==> src/rtl/bsk_led_stretch.sv <==
// LED pulse stretcher: each of 32 command flags stays lit for HOLD prescaled
// ticks after it drops; iTest forces every output on without disturbing the holds.

module bsk_led_stretch_ch #(
  parameter int HOLD = 4,
  parameter int CW   = 3
) (
  input  logic clk,
  input  logic rst_n,
  input  logic cmd,
  input  logic tick,
  input  logic test,
  output logic led
);
  logic [CW-1:0] cnt, cnt_nxt;

  // Reload beats decrement so a command on a tick edge restarts the full hold.
  always_comb begin
    cnt_nxt = cnt;
    if (cmd)
      cnt_nxt = CW'(HOLD);
    else if (tick && cnt != '0)
      cnt_nxt = cnt - CW'(1);
  end

  always_ff @(posedge clk or negedge rst_n) begin
    if (!rst_n) begin
      cnt <= '0;
      led <= 1'b0;
    end else begin
      cnt <= cnt_nxt;
      led <= (cnt_nxt != '0) | test;
    end
  end
endmodule

module bsk_led_stretch #(
  parameter int PRESCALE = 1000,
  parameter int HOLD     = 4
) (
  input  logic        clk,
  input  logic        iRst_n,
  input  logic [15:0] iCmdPrd,
  input  logic [15:0] iCmdPrm,
  input  logic        iTest,
  output logic [15:0] oLedPrd,
  output logic [15:0] oLedPrm
);
  localparam int NUM_LANES = 32;
  localparam int CW = $clog2(HOLD + 1);
  localparam int PW = (PRESCALE > 1) ? $clog2(PRESCALE) : 1;

  logic [PW-1:0]        pre;
  logic                 tick;
  logic [NUM_LANES-1:0] cmd;
  logic [NUM_LANES-1:0] led;

  // With PRESCALE=1 the counter sits at 0 and the compare is always true.
  assign tick = (pre == PW'(PRESCALE - 1));

  always_ff @(posedge clk or negedge iRst_n) begin
    if (!iRst_n) pre <= '0;
    else         pre <= tick ? '0 : pre + PW'(1);
  end

  assign cmd = {iCmdPrm, iCmdPrd};

  for (genvar i = 0; i < NUM_LANES; i++) begin : g_ch
    bsk_led_stretch_ch #(.HOLD(HOLD), .CW(CW)) u_ch (
      .clk  (clk),
      .rst_n(iRst_n),
      .cmd  (cmd[i]),
      .tick (tick),
      .test (iTest),
      .led  (led[i])
    );
  end

  assign oLedPrd = led[15:0];
  assign oLedPrm = led[31:16];
endmodule

==> config.mk <==
export PLATFORM = sky130hd
export DESIGN_NAME = bsk_led_stretch
export DESIGN_NICKNAME = d
export VERILOG_FILES = /design/src/rtl/bsk_led_stretch.sv
export SDC_FILE = /design/constraint.sdc
export NUM_CORES = 1
export LEC_CHECK = 0
export CAP_MARGIN = 40
export CORE_MARGIN = 4
export CORE_UTILIZATION = 60
export CTS_BUF_LIST = sky130_fd_sc_hd__clkbuf_16
export DETAILED_ROUTE_END_ITERATION = 7
export PLACE_DENSITY_LB_ADDON = 0.05
export SLEW_MARGIN = 15
export SYNTH_ARGS = -nofsm -noshare
export SYNTH_HDL_FRONTEND = slang
export SYNTH_SLANG_ARGS = --single-unit
==> constraint.sdc <==
create_clock -name clk -period 2.9 [get_ports clk]
set_input_delay 0.725 -clock clk [delete_from_list [all_inputs] [get_ports clk]]
set_output_delay 0.725 -clock clk [all_outputs]
set_load 0.05 [all_outputs]
==> results.py, run 1 <==
metrics = {
    "status": {
        "status": "finished clean",
    },
    "setup_path": {
        "critPathBufInv": 1,
        "crit_slowest_cell": "clkdlybuf4s50_1",
        "required_ns": 2.17,
        "critical_path_arrival_ns": 1.58,
        "critical_path_class": "reg2out",
        "critPathCaptureType": "primary output",
        "slowest_delay_ns": 0.81,
        "crit_path_cell_trace": "clkdlybuf4s50_1",
        "critPathTopFamily": "buffers and inverters",
        "critPathLaunchType": "register",
        "rrSetupSlack_ns": 0.84,
        "cp_max_fo": 1,
    },
    "finish": {
        "fin_nets": 995,
        "area_growth_pct": 12.4,
        "n_fill_cell": 1037,
        "n_antenna_cell": 0,
        "fin_util": 0.698,
        "layout-drive-gt1-share": 0.156,
        "stdcell_count": 1088,
        "stdcell_area_um2": 9800,
    },
    "routing": {
        "via_count": 6264,
        "wl_met2_um": 8910,
        "routedWlPerCell_um": 16.2,
        "firstDrtPassIters": 5,
        "wl_met1_um": 7810,
        "ant_nets": 0,
        "drc": 0,
        "routed_wl_um": 17600,
        "top_layer_used": "met4",
        "dr_wl_met3_um": 618,
        "drt_iter0_drc": 354,
        "via_per_inst": 5.76,
    },
    "global_routing": {
        "overflow": 0,
        "track_usage": 0.224,
        "grt_pass1_wl_um": 30000,
        "grt_pass1_vias": 6482,
        "antenna_found_initial": 0,
        "grt_start_max_net_pins": 60,
    },
    "power": {
        "p_sw_uw": 938,
        "power_density_nw_per_um2": 454,
        "p_leak_nw": 4.36,
        "pwr-share-seq": 0.433,
        "switching_share": 0.211,
        "internal_power_mw": 3.51,
        "vdd_ir_drop_max_mv": 0.399,
        "p_clk_frac": 0.526,
        "p_comb_frac": 0.041,
    },
    "place": {
        "place_congestion": 0.819,
        "dpl_cell_area_um2": 9160,
        "post-place-ws_ns": 0.616,
        "dp_hpwl_um": 12200,
        "numPortBuffers": 66,
        "dpl.cell_count": 1056,
    },
    "die": {
        "io-pin-count": 67,
        "fp.dieW_um": 129,
        "start_util": 0.621,
        "die_h_um": 129,
        "core_area_um2": 14000,
        "core.rowCount": 43,
        "dieArea_um2": 16500,
    },
    "sta": {
        "slew_violations": 0,
        "worst_pin_slew_ns": 0.546,
        "setup-tns-final_ns": 0,
        "timing.final.ws_setup_ns": 0.591,
        "relSlewSlack": 0.635,
        "clock_skew_ns": 0.00949,
        "period_share": 0.796,
        "period_needed_ns": 2.31,
        "finalSetupViolCount": 0,
        "rsz0062_at_grt": "no",
        "finalHoldViolCount": 0,
        "fmax_ghz": 0.433,
    },
    "logic_synthesis": {
        "synth_edf_count": 0,
        "synthesis.nets": 972,
        "syn_area_um2": 8720,
        "async_flop_share": 1.00,
        "synthCells": 872,
        "yosys_warnings": 0,
        "synthFlopType": "dfrtp_1",
        "seq_area_frac_synth": 0.396,
        "ys_types": 51,
        "synth_seq_cells": 138,
        "syn_area_per_cell_um2": 10.0,
    },
    "worst_hold_path": {
        "hold_path.class": "in2async",
    },
    "clocking": {
        "clock_path_buffers": 2,
        "clk_pin_slew_ns": 0.06,
        "cts_tree": "yes",
        "cts_root_buffer": "clkbuf_16",
        "clock_latency_ns": 0.42,
        "cts.htree.levels": 4,
        "cts_setup_buffers": 0,
        "cts-resized-gates": 0,
        "cts_buffers": 17,
        "cts.sinks": 138,
        "postCtsHoldBufs": 0,
    },
    "job": {
        "cap_violations": 0,
    },
}
## kinds of logic (layout without fill, tap and decap cells)
logic type / after synthesis / after routing / synth area share
AOI/OAI and AO/OA: 45 / 45 / 0.0442
xor gates and xnor gates: 3 / 3 / 0.00301
adders and majority gates: 65 / 65 / 0.0933
buffers and inverters: 170 / 206 / 0.105
DFF: 138 / 138 / 0.396
muxes: 92 / 92 / 0.114
and+or+nand+nor: 359 / 359 / 0.244
## area by class of cell
type / instances / area [um^2] / area share
Sequential cell: 138 / 3450 / 0.353
Inverter: 96 / 360 / 0.0368
Tap cell: 180 / 225 / 0.0230
Multi-Input combinational cell: 564 / 4350 / 0.444
Clock buffer: 17 / 425 / 0.0434
Clock inverter: 15 / 206 / 0.0211
Timing Repair Buffer: 78 / 772 / 0.0788
## path summary, 6_finish.rpt
check / endpoint / start / cells after the start
max: oLedPrm[0] / g_ch[16].u_ch.led$_DFF_PN0_ / 1
min: g_ch[5].u_ch.cnt[0]$_DFF_PN0_ / iRst_n / 1
max reg2reg: g_ch[1].u_ch.cnt[1]$_DFF_PN0_ / pre[3]$_DFF_PN0_ / 4
min reg2reg: pre[0]$_DFF_PN0_ / pre[0]$_DFF_PN0_ / 1
max in group asynchronous: g_ch[19].u_ch.cnt[1]$_DFF_PN0_ / iRst_n / 2
min in group clk: pre[0]$_DFF_PN0_ / pre[0]$_DFF_PN0_ / 1
## Yosys cell counts (10+ instances only)
cell | instances | area share
nand4b_1 | 22 | 0.022
mux2_2 | 40 | 0.052
inv_1 | 96 | 0.041
o22a_1 | 19 | 0.019
or2_2 | 17 | 0.012
nand3_1 | 14 | 0.0080
and4_2 | 18 | 0.021
nor2_1 | 161 | 0.069
nor2b_1 | 34 | 0.024
mux2i_1 | 47 | 0.054
dfrtp_1 | 138 | 0.40
or4_1 | 15 | 0.013
a2bb2oi_1 | 10 | 0.010
nand2b_1 | 17 | 0.012
buf_4 | 36 | 0.031
nand4_1 | 11 | 0.0079
clkbuf_1 | 10 | 0.0043
ha_1 | 65 | 0.093
## registers in the layout, indices dropped and copies added, names as in the netlist
| register | cells |
|---|---|
| g_ch.u_ch.cnt | 96 |
| pre | 10 |
| g_ch.u_ch.led | 32 |
## layout by cell type, fill, tap and decap left out, types with 18 or more instances in the layout
master,Yosys,layout
o22a_1,19,19
ha_1,65,65
nor2_1,161,161
mux2_2,40,40
inv_1,96,97
and4_2,18,18
dfrtp_1,138,137
clkdlybuf4s50_1,0,64
mux2i_1,47,47
nor2b_1,34,34
nand4b_1,22,22
## power by group through the flow
stage / clock [mW] / sequential (mW) / combinational [mW]
finish: 2.34 / 1.93 / 0.181
global route: 2.47 / 1.92 / 0.205
CTS: 2.38 / 1.93 / 0.185
detailed placement: 0 / 1.96 / 0.184
global placement: 0 / 1.96 / 0.177
floorplan: 0 / 1.96 / 0.0516
## per-stage QoR
step | power [mW] | hold slack, ns
after floorplan | 2.01 | 0.429
after global placement | 2.14 | 0.446
after detailed placement | 2.14 | 0.463
after CTS | 4.49 | 0.245
after global routing | 4.60 | 0.258
final | 4.45 | 0.231
## metal layers
layer / vias to the layer above / GRT usage
li1: 3019 / -
met1: 3104 / 0.276
met2: 113 / 0.388
met3: 28 / 0.0511
met4: 0 / 0.0747
met5: - / 0
(Power assumes the default switching activity.)
==> run 2, diff against run 1 <==
Clock period 2.9 ns to 2.2 ns, I/O delays scaled along.
==> run 2 against run 1 <==
  * Sequential cell count unchanged
  * Sequential share of layout area is 0.29 points lower
  * Highest routed layer is now met5
  * Largest cell class unchanged
  * Critical path depth did not move
  * Critical endpoint is now oLedPrm[6]
  * Setup slack worse by 0.53 ns
==> results.py, run 2 (same netlist as run 1, synthesis figures left out) <==
metrics = {
    "setup_path": {
        "critPathCaptureType": "primary output",
        "slowest_delay_ns": 0.81,
        "critical_path_arrival_ns": 1.59,
        "cp_max_fo": 1,
        "crit_path_cell_trace": "clkdlybuf4s50_1",
        "critPathLaunchType": "register",
        "critPathBufInv": 1,
        "required_ns": 1.65,
        "critPathTopFamily": "buffers and inverters",
        "crit_slowest_cell": "clkdlybuf4s50_1",
        "critical_path_class": "reg2out",
    },
    "finish": {
        "regArea_um2": 3450,
        "reg_top3": "g_ch.u_ch.cnt: 96 flops, g_ch.u_ch.led: 32 flops, pre: 10 flops",
        "stdcell_count": 1102,
        "multi_input_area_um2": 4350,
        "area_growth_pct": 13.3,
        "n_antenna_cell": 0,
        "fin_nets": 1009,
        "final_cell_mix": "161 x nor2_1, 137 x dfrtp_1, 101 x inv_1",
        "final_common_cell": "nor2_1",
        "layout-drive-gt1-share": 0.168,
        "top_register": "g_ch.u_ch.cnt",
        "largest_reg_flops": 96,
        "n_fill_cell": 980,
    },
    "routing": {
        "drt_iter0_drc": 272,
        "ant_nets": 0,
        "via_per_inst": 5.77,
        "via_count": 6358,
        "routed_wl_um": 18000,
        "firstDrtPassIters": 5,
        "drc": 0,
        "routedWlPerCell_um": 16.3,
    },
    "clocking": {
        "cts_root_buffer": "clkbuf_16",
        "cts_tree": "yes",
        "clk_pin_slew_ns": 0.06,
        "cts.sinks": 138,
        "cts_setup_buffers": 0,
        "postCtsHoldBufs": 0,
        "clock_path_buffers": 2,
        "clock_latency_ns": 0.42,
        "cts_buffers": 17,
        "cts.htree.levels": 4,
        "cts-resized-gates": 0,
    },
    "die": {
        "core.rowCount": 43,
        "io-pin-count": 67,
        "start_util": 0.621,
        "fp.dieW_um": 129,
        "die_h_um": 129,
        "core_area_um2": 14000,
        "dieArea_um2": 16500,
    },
    "global_routing": {
        "grt_pass1_vias": 6808,
        "grt_start_max_net_pins": 57,
        "grt_pass1_wl_um": 30900,
        "antenna_found_initial": 1,
        "track_usage": 0.232,
        "overflow": 0,
    },
    "sta": {
        "hold_ws_ns": 0.0912,
        "setup-tns-final_ns": 0,
        "slew_violations": 0,
        "period_needed_ns": 2.14,
        "worst_pin_slew_ns": 0.851,
        "finalHoldViolCount": 0,
        "clock_skew_ns": 0.00841,
        "relSlewSlack": 0.433,
        "period_share": 0.972,
        "fmax_ghz": 0.468,
        "finalSetupViolCount": 0,
        "rsz0062_at_grt": "no",
    },
    "power": {
        "p_leak_nw": 4.44,
        "power_density_nw_per_um2": 566,
        "vdd_ir_drop_max_mv": 0.533,
        "total_power_mw": 5.59,
    },
    "status": {
        "status": "finished clean",
    },
    "place": {
        "numPortBuffers": 66,
        "dp_hpwl_um": 12600,
        "dpl.cell_count": 1070,
        "place_congestion": 0.818,
    },
    "worst_hold_path": {
        "hold_path.class": "in2async",
    },
    "job": {
        "cap_violations": 0,
    },
}
-- run 2: cell types whose count changed in the layout (fill, tap and decap cells not counted), sizes merged --
cell | previous run | this run
bufinv | 5 | 3
clkdlybuf4s50 | 64 | 62
buf | 14 | 29
inv | 97 | 101
clkinvlp | 3 | 1
dlymetal6s2s | 0 | 1
-- run 2: worst paths after layout --
kind | from | slack, ns | cells past startpoint | end
worst max-delay path | g_ch[22].u_ch.led$_DFF_PN0_ | 0.06 | 1 | oLedPrm[6]
worst min-delay path | iRst_n | 0.09 | 1 | g_ch[9].u_ch.cnt[0]$_DFF_PN0_
worst max register to register | pre[0]$_DFF_PN0_ | 0.38 | 5 | g_ch[0].u_ch.cnt[1]$_DFF_PN0_
worst min register to register | pre[0]$_DFF_PN0_ | 0.46 | 1 | pre[0]$_DFF_PN0_
max in group asynchronous | iRst_n | 1.43 | 2 | pre[4]$_DFF_PN0_
min in group clk | pre[0]$_DFF_PN0_ | 0.46 | 1 | pre[0]$_DFF_PN0_
-- run 2: final cells by class --
cell class	count	share of cell area
Clock buffer	17	0.0431
Tap cell	180	0.0228
Timing Repair Buffer	92	0.0926
Clock inverter	15	0.0147
Multi-Input combinational cell	564	0.441
Sequential cell	138	0.350
Inverter	96	0.0365
-- run 2: power by group --
part           internal (mW)  total [mW]       switching (mW)
logic                  0.110       0.261                0.151
registers               2.54        2.54  0.00000000000000220
clock network           1.74        2.79                 1.05
total                   4.39        5.59                 1.20
-- run 2: stage by stage --
step	setup slack [ns]	area, um^2	util
final	0.0613	9880	0.703
after global routing	0.00300	9880	0.703
after CTS	0.0355	9870	0.703
after detailed placement	0.107	9300	0.663
after global placement	0.150	9300	0.663
after floorplan	0.425	8720	-
-- run 2: metal layers --
metal | share of wire | up-vias | track usage
met1 | 0.42 | 3132 | 0.266
met5 | 0.00044 | - | 0
li1 | - | 3047 | -
met2 | 0.52 | 147 | 0.413
met4 | 0.014 | 2 | 0.0865
met3 | 0.046 | 30 | 0.0652
==> run 3, diff against run 2 <==
Settings changed: SKIP_CTS_REPAIR_TIMING set to 1.
Clock period 2.2 ns to 2 ns, I/O delays scaled along.
==> run 3 against run 2 <==
  * Wire length increased by 1.0%
  * Clock-buffer cell count unchanged
  * Cell area rose by 1.8%
  * Via count rose by 0.39%
  * Total power is 16% higher
  * Non-clock buffer count rose by 6
  * Sequential cell count unchanged
  * Setup slack improved by 0.056 ns
==> results.py, run 3 (same netlist as run 1, synthesis figures left out) <==
metrics = {
    "job": {
        "cap_violations": 0,
    },
    "power": {
        "power_density_nw_per_um2": 645,
        "p_leak_nw": 4.46,
        "vdd_ir_drop_max_mv": 0.622,
        "total_power_mw": 6.48,
    },
    "routing": {
        "drc": 0,
        "via_count": 6383,
        "drt_iter0_drc": 408,
        "ant_nets": 0,
        "routedWlPerCell_um": 16.4,
        "routed_wl_um": 18200,
        "via_per_inst": 5.76,
        "firstDrtPassIters": 5,
    },
    "sta": {
        "finalSetupViolCount": 0,
        "finalHoldViolCount": 0,
        "clock_skew_ns": 0.00834,
        "worst_pin_slew_ns": 0.521,
        "period_share": 0.941,
        "fmax_ghz": 0.531,
        "slew_violations": 0,
        "relSlewSlack": 0.652,
        "rsz0062_at_grt": "no",
        "setup-tns-final_ns": 0,
        "period_needed_ns": 1.88,
        "timing.final.ws_setup_ns": 0.117,
    },
    "global_routing": {
        "antenna_found_initial": 0,
        "top_usage_layer": "met2",
        "grt_pass1_vias": 6729,
        "grt_pass1_wl_um": 30900,
        "gr-usage-met3": 0.0477,
        "track_usage": 0.229,
        "grt_start_max_net_pins": 45,
        "met2_usage": 0.396,
        "met1_usage": 0.279,
        "overflow": 0,
    },
    "clocking": {
        "cts.htree.levels": 4,
        "clock_latency_ns": 0.42,
        "cts.sinks": 138,
        "cts_tree": "yes",
        "cts_root_buffer": "clkbuf_16",
        "clk_pin_slew_ns": 0.06,
        "clock_path_buffers": 2,
        "cts_buffers": 17,
    },
    "die": {
        "core.rowCount": 43,
        "fp.dieW_um": 129,
        "dieArea_um2": 16500,
        "io-pin-count": 67,
        "die_h_um": 129,
        "start_util": 0.621,
        "core_area_um2": 14000,
    },
    "setup_path": {
        "crit_slowest_cell": "dfrtp_1",
        "critPathCaptureType": "register",
        "cp_max_fo": 18,
        "rrSetupSlack_ns": 0.12,
        "slowest_delay_ns": 0.37,
        "r2r_cells": 5,
        "critical_path_class": "reg2reg",
        "critPathLaunchType": "register",
        "crit_path_cell_trace": "ha_1 > and2_4 > buf_12 > and4_2 > mux2_2",
        "critical_path_arrival_ns": 2.19,
        "r2r-end": "g_ch[15].u_ch.cnt[1]$_DFF_PN0_",
        "required_ns": 2.30,
        "r2r_start": "pre[0]$_DFF_PN0_",
    },
    "worst_hold_path": {
        "hold_path.class": "reg2reg",
        "min_from": "pre[0]$_DFF_PN0_",
        "min_to": "pre[0]$_DFF_PN0_",
        "hold_depth": 1,
    },
    "place": {
        "dp_hpwl_um": 12700,
        "place_congestion": 0.828,
        "dpl.cell_count": 1075,
        "numPortBuffers": 66,
        "post-place-ws_ns": 0.0306,
    },
    "finish": {
        "layout-drive-gt1-share": 0.180,
        "largest_reg_flops": 96,
        "n_antenna_cell": 0,
        "top_register": "g_ch.u_ch.cnt",
        "fin_util": 0.716,
        "reg_top3": "g_ch.u_ch.cnt: 96 flops, g_ch.u_ch.led: 32 flops, pre: 10 flops",
        "final_common_cell": "nor2_1",
        "stdcell_count": 1108,
        "fin_nets": 1015,
        "area_growth_pct": 15.3,
        "final_cell_mix": "161 x nor2_1, 137 x dfrtp_1, 98 x inv_1",
    },
    "status": {
        "status": "finished clean",
    },
}
run 3: area by class of cell:
| cell class | instances | area [um^2] |
|---|---|---|
| Inverter | 96 | 360 |
| Tap cell | 180 | 225 |
| Clock buffer | 17 | 425 |
| Sequential cell | 138 | 3450 |
| Timing Repair Buffer | 98 | 1030 |
| Clock inverter | 15 | 208 |
| Multi-Input combinational cell | 564 | 4350 |
| Fill cell | 978 | 3990 |
run 3: report_power, final:
part / leakage (nW) / internal, mW / switching (mW)
Combinational: 2.57 / 0.128 / 0.169
Clock: 0.309 / 2.19 / 1.20
Sequential: 1.58 / 2.79 / 0.00000000000000242
run 3: layer usage:
metal / vias up / wire [um]
met2: 147 / 9190
met1: 3145 / 7720
met3: 42 / 794
met4: 0 / 476
li1: 3049 / -
met5: - / 0
run 3: how the worst max path moves through the flow:
stage | cells after the start | startpoint | endpoint | slack [ns]
after CTS | 1 | g_ch[4].u_ch.led$_DFF_PN0_ | oLedPrd[4] | -0.11
after detailed placement | 4 | iCmdPrd[9] | g_ch[9].u_ch.led$_DFF_PN0_ | 0.03
after global placement | 4 | iCmdPrd[14] | g_ch[14].u_ch.led$_DFF_PN0_ | 0.06
after global routing | 5 | pre[0]$_DFF_PN0_ | g_ch[15].u_ch.cnt[1]$_DFF_PN0_ | 0.03
after floorplan | 7 | pre[0]$_DFF_PN0_ | g_ch[22].u_ch.cnt[0]$_DFF_PN0_ | 0.22
final | 5 | pre[0]$_DFF_PN0_ | g_ch[15].u_ch.cnt[1]$_DFF_PN0_ | 0.12
run 3: through the flow:
stage          hold slack [ns]  instance area [um^2]
2_1_floorplan            0.204                  8720
3_3_place_gp             0.428                  9340
3_5_place_dp             0.426                  9340
4_1_cts                -0.0221                  9980
5_1_grt                  0.499                 10100
6_report                 0.459                 10100
run 3: critical path, delay by kind of cell, from the launching register on:
family / cells / cell delay (ns)
and+or+nand+nor: 2 / 0.60
muxes: 1 / 0.35
DFF: 1 / 0.37
adders and majority gates: 1 / 0.26
buffers and inverters: 1 / 0.18
